--- config.mk ---
export PLATFORM = sky130hd
export DESIGN_NAME = press_classifier
export DESIGN_NICKNAME = d
export VERILOG_FILES = /design/src/rtl/press_classifier_pkg.sv /design/src/rtl/press_classifier.sv
export SDC_FILE = /design/constraint.sdc
export NUM_CORES = 1
export LEC_CHECK = 0
export ABC_AREA = 1
export BUFFER_PORTS_ARGS = -buffer_cell sky130_fd_sc_hd__buf_2
export CORE_UTILIZATION = 40
export CTS_CLUSTER_SIZE = 30
export DETAILED_ROUTE_END_ITERATION = 8
export PLACE_DENSITY_LB_ADDON = 0.08
export SLEW_MARGIN = 20
export SYNTH_ARGS = -nofsm -noshare
export SYNTH_HDL_FRONTEND = slang
export SYNTH_SLANG_ARGS = --single-unit
--- constraint.sdc ---
create_clock -name clk -period 1.4 [get_ports clk]
set_input_delay 0.14 -clock clk [delete_from_list [all_inputs] [get_ports clk]]
set_output_delay 0.14 -clock clk [all_outputs]
set_load 0.05 [all_outputs]
--- src/rtl/press_classifier_pkg.sv ---
// Shared types and default timing constants for the press classifier
// and the blocks around it (UI logic, bench).
package press_classifier_pkg;

  localparam int unsigned LONG_CYCLES_DEF   = 16;
  localparam int unsigned REPEAT_CYCLES_DEF = 8;
  localparam int unsigned CNT_W_DEF         = 5;

  // Encoding 2'd3 is unused and recovers to ST_IDLE
  typedef enum logic [1:0] {
    ST_IDLE    = 2'd0,
    ST_PRESSED = 2'd1,
    ST_LONG    = 2'd2
  } state_t;

  typedef struct packed {
    logic short_press;
    logic long_press;
    logic repeat_tick;
    logic long_release;
    logic held;
  } press_out_t;

endpackage

--- src/rtl/press_classifier.sv ---
// Classifies button presses from edge-detector pulses as short or long and
// emits auto-repeat ticks while a long press is held. All outputs registered.
module press_classifier
  import press_classifier_pkg::*;
#(
  parameter int unsigned LONG_CYCLES   = LONG_CYCLES_DEF,
  parameter int unsigned REPEAT_CYCLES = REPEAT_CYCLES_DEF,
  parameter int unsigned CNT_W         = CNT_W_DEF
) (
  input  logic clk,
  input  logic rst_n,
  input  logic rise_in,
  input  logic fall_in,
  output logic short_press,
  output logic long_press,
  output logic repeat_tick,
  output logic long_release,
  output logic held
);

  localparam logic [CNT_W-1:0] LONG_LAST   = CNT_W'(LONG_CYCLES - 1);
  localparam logic [CNT_W-1:0] REPEAT_LAST = CNT_W'(REPEAT_CYCLES - 1);

  state_t            state, state_n;
  logic [CNT_W-1:0]  cnt, cnt_n;
  press_out_t        out_q, out_n;
  logic              rise, fall;

  // Simultaneous rise and fall is illegal upstream: treat as no event
  assign rise = rise_in & ~fall_in;
  assign fall = fall_in & ~rise_in;

  // State, shared counter and registered pulse outputs
  always_ff @(posedge clk or negedge rst_n) begin
    if (!rst_n) begin
      state <= ST_IDLE;
      cnt   <= '0;
      out_q <= '0;
    end else begin
      state <= state_n;
      cnt   <= cnt_n;
      out_q <= out_n;
    end
  end

  // Next state, counter and next-cycle outputs; release beats the threshold
  always_comb begin
    state_n = state;
    cnt_n   = cnt;
    out_n   = '0;
    case (state)
      ST_IDLE: begin
        if (rise) begin
          state_n = ST_PRESSED;
          cnt_n   = '0;
        end
      end
      ST_PRESSED: begin
        if (fall) begin
          state_n           = ST_IDLE;
          cnt_n             = '0;
          out_n.short_press = 1'b1;
        end else if (cnt == LONG_LAST) begin
          state_n          = ST_LONG;
          cnt_n            = '0;
          out_n.long_press = 1'b1;
        end else begin
          cnt_n = cnt + CNT_W'(1);
        end
      end
      ST_LONG: begin
        if (fall) begin
          state_n            = ST_IDLE;
          cnt_n              = '0;
          out_n.long_release = 1'b1;
        end else if (cnt == REPEAT_LAST) begin
          cnt_n             = '0;
          out_n.repeat_tick = 1'b1;
        end else begin
          cnt_n = cnt + CNT_W'(1);
        end
      end
      default: begin
        state_n = ST_IDLE;
        cnt_n   = '0;
      end
    endcase
    out_n.held = (state_n != ST_IDLE);
  end

  assign short_press  = out_q.short_press;
  assign long_press   = out_q.long_press;
  assign repeat_tick  = out_q.repeat_tick;
  assign long_release = out_q.long_release;
  assign held         = out_q.held;

endmodule

; ---- Word-level counts from Yosys, hierarchy flattened
; Index checks and enable logic that the tools add are counted.
[totals]
regBits = 12
latchBits = 0
ram_bits = 0
romBits = 0
input_bits = 4
out_inout_bits = 5
word_cells = 37
mem_count = 0
[classes]
n_addsub = 1
mul = 0
div_mod_pow = 0
n_lt_le_gt_ge = 0
n_eq_ne = 5
shift = 0
n_mux = 18
bitwise_logic = 4
reduce_logical = 2
[ops]
columns = operator, n
row1 = 2-to-1 mux 5 bit, 5
row2 = case mux 5 bit (3 select lines), 1
row3 = 2-to-1 mux 2 bit, 6
row4 = case mux 2 bit (3 select lines), 1
row5 = "adder 5 x 1 -> 5 bit, second input constant", 1
row6 = "== test 5 x 3 -> 1 bit, second input constant", 1
row7 = "== test 5 x 4 -> 1 bit, second input constant", 1
row8 = 2-to-1 mux 1 bit, 5
row9 = bitwise AND 1 bit, 2
row10 = "== test 2 x 1 -> 1 bit, second input constant", 1
row11 = "== test 2 bit, second input constant", 1
row12 = zero test 2 bit, 1
row13 = "inequality test 2 bit, second input constant", 1
row14 = NOT 1 bit, 2
row15 = nonzero test 2 bit, 1

; ---- Depth between registers and ports, before layout
[logic_depth]
word_depth = 5
mapped_depth = 9
mapped_depth_nobuf = 9

; ---- Least setup slack after synthesis
; No wires, ideal clock.
[synth_timing]
path_type = register -> register
from = register cnt[0]
to = register out_q, in the netlist held
setup_time_ns = 0.121
t_arrival_ns = 1.377
t_required_ns = 1.279
slack_ns = -0.098
stages_incl_launch_ff = 10
n_path_buf = 0
period_less_slack_ns = 1.498
cell_sequence = dfrtp_1 -> ha_1 -> nand2_1 -> nor2_1 -> ha_1 -> inv_1 -> a21oi_1 -> nor2_1 -> o21ai_1 -> nand2_1
[synth_lines]
columns = item, line
row1 = start: declaration, press_classifier.sv:25  ; logic [CNT_W-1:0] cnt, cnt_n;
row2 = start signal: assignment, press_classifier.sv:41  ; cnt <= cnt_n;
row3 = end signal: assignment, press_classifier.sv:42  ; out_q <= out_n;
row4 = end: declaration, press_classifier.sv:26  ; press_out_t out_q, out_n;

; ---- Worst setup path after layout
[layout_timing]
from = register cnt[1]
to = register cnt[2]
[layout_between]
elab_chain_len = 4
elab_cells_between_ends = 8
cone_classes = add/sub: 1 / eq/ne: 2 / mux: 5
[layout_rtl]
columns = item, line
row1 = adder 5 x 1 -> 5 bit (tied with other cells), "press_classifier.sv:68, press_classifier.sv:80"
row2 = "2-to-1 mux 5 bit, on equally long branches", "press_classifier.sv:76, press_classifier.sv:63"
row3 = "2-to-1 mux 5 bit, on equally long branches", "press_classifier.sv:72, press_classifier.sv:59"
row4 = case mux 5 bit (3 select lines) *, press_classifier.sv:51  ; case (state)
; Every way passes the cells marked *; elsewhere a longest branch is shown, timed or not.
; A chain may end at the register's enable or synchronous reset.

==> impl_results.md <==
- Status: finished, violations left
- Failing checks: DRC, setup timing
- Cell variety after synth: 17
- Worst EP arrival: 1640 ps
- Combinational share of power: 43.8%
- Die Y-Extent: 43.74 um
- Gpl congestion: 0.8143
- RSZ-0062 raised after global routing: yes
- Total GRT Usage: 16.55%
- Syn. warnings: 0
- Syn_area_per_cell: 8.297 sq um
- Final Max Slew Viols: 0
- Clock Tree Buf Depth: 2
- Initial core utilization: 44.70%
- DR vias/cell: 4.615
- Crit share post-route: 105.0%
- WL final: 1293 um
- R2R Setup Slk: -70 ps
- Final setup fails: 8
- Largest net degree at the start of global routing: 13
- CP endpoint kind: flop
- NumNets Final: 119
- Die width: 43.74 um
- Syn Nets: 95
- Clock power frac: 19.0%
- Sw Pwr: 446.6 uW
- Min Tclk post-route: 1471 ps
- First-pass GRT wire length: 2194 um
- I/O pin count: 9
- Filler cell count in the final layout: 136
- Clk sink count: 12
- Clock skew: 2.875 ps
- Number of global-route vias before repair: 534
- Row count: 14
- HPWL after detailed placement: 953.9 um
- Core box area: 0.001559 sq mm
- Number of hold violations in the final report: 0
- CP max FO: 3
- Antenna violations before repair: 0
- Internal power: 657.0 uW
- Sequential power share: 37.3%
- Post-synthesis sequential area ratio: 43.09%
- Via count: 563
- Worst-path clk slew: 70 ps
- Critical path class: reg -> reg
- CP required: 1570 ps
- Antenna-violating nets left: 0
- Max cap viols: 0
- Most frequent cells in the layout: 13 x inv_1, 13 x nand2_1, 12 x dfrtp_1, 10 x nor2_1, 10 x buf_4
- CTS tree: done
- Leakage: 0.0004812 uW
- Worst hold-check path type: in -> reg
- Final Hold Slack: 161.1 ps
- Diode count: 0
- Starting DRT DRC Count: 11
- I/O Buffers: 8
- H-tree lvl count: 1
- WL/cell: 10.60 um
- Seq cells post-synth: 12
- Clock Root Buffer: clkbuf_4
- Max_slew headroom: 81.97%
- TritonCTS buffer count: 3
- P per Cell Area: 1210 mW/mm^2
- Synth Instances: 84
- Total negative setup slack: -324.3 ps
- Die area: 0.001913 sq mm
- F_max: 680.0 MHz
- Total congestion overflow: 0
- VDD IR max: 0.6679 mV
- First-pass detailed-route iteration total: 5
- Critical path launch point type: flop
- Ratio of cells with drive above 1 in the final layout: 38.68%
- Switching Share: 40.47%
- Worst setup margin: -70.57 ps
- Area grow syn2layout: 30.88%
- Worst-Skew Late Latency: 270 ps
- Synth Cell Area: 696.9 sq um
- Slew @ Worst Pin: 270.4 ps
- DR DRC count: 1
==> synthesized netlist by cell type (all sizes together) <==
cell	n	share of area, %
nand2	20	14
inv	16	8.6
dfrtp	12	43
nor2	12	7.5
ha	7	13
nand3	6	4.3
a21oi	4	2.9
nor3	3	2.9
o21ai	3	2.7
o211ai	1	1.1
==> worst max-delay path, cell delays in order, from the launching register on <==
cell,delay [ps]
dfrtp_1,370
ha_2,200
nand2_2,80
nor2_4,120
ha_4,150
inv_2,40
a21oi_2,130
buf_4,120
nor3_2,30
nor2_1,80
nor2_1,40
==> power by group through the flow <==
stage	registers [uW]	logic [uW]	clock network, uW
after detailed placement	415	451	0
after global placement	417	457	0
final	411	483	209
after floorplan	481	268	0
after global routing	419	529	236
after CTS	411	471	220
==> metrics by stage <==
step	area, sq um	worst slack, ps	util, %	total power [uW]	instances
after detailed placement	820.8	-139.0	52.65	866.8	116
final	912.1	-70.57	58.51	1104	122
after CTS	880.8	-107.2	56.50	1102	121
after floorplan	700.7	-61.27	-	748.8	84
after global placement	820.8	-88.92	52.65	873.8	116
after global routing	912.1	-150.0	58.51	1184	122
==> routing by layer <==
metal / wire length [um] / track usage, % / vias to the layer above
met5: 0 / 0 / -
met4: 27 / 11.25 / 0
met3: 46 / 5.000 / 4
met2: 550 / 22.09 / 9
met1: 668 / 22.66 / 243
li1: - / - / 307
==> cell type report <==
class	count	area (sq um)	share of cell area (%)
multi-input combinational	56	384.1	42.11
clock buffer	3	22.52	2.469
tap	16	20.02	2.195
timing repair buffer	19	125.1	13.72
sequential	12	300.3	32.92
inverter	16	60.06	6.584
==> final timing paths <==
check	start	endpoint	cells after the start
min in group asynchronous	rst_n	held$_DFF_PN0_	2
hold reg to reg	cnt[4]$_DFFE_PN0P_	cnt[4]$_DFFE_PN0P_	2
setup / recovery	cnt[1]$_DFFE_PN0P_	cnt[2]$_DFFE_PN0P_	10
hold / removal	fall_in	short_press$_DFF_PN0_	3
setup reg to reg	cnt[1]$_DFFE_PN0P_	cnt[2]$_DFFE_PN0P_	10
max in group asynchronous	rst_n	cnt[3]$_DFFE_PN0P_	2
==> state kept, by name, summed over array words and instances, names as in the netlist <==
name	flops
cnt	5
held	1
long_press	1
long_release	1
repeat_tick	1
short_press	1
state	2
==> logic make-up after synthesis <==
logic type / count (synthesis) / share of synthesized area [%]
flip-flops: 12 / 43.09
AND/OR/NAND/NOR: 41 / 29.09
buffers and inverters: 16 / 8.618
AO/OA/AOI/OAI: 8 / 6.642
adder cells (fa/ha/maj): 7 / 12.57
==> timing repair <==
item,4_1_cts,5_1_grt
pin swaps,1,3
hold buffers,1,0
setup endpoints to repair,9,9
buffers inserted,1,1
gates resized for setup,8,4
hold endpoints to repair,12,0
Note: power is estimated with default switching activity, not from simulation.
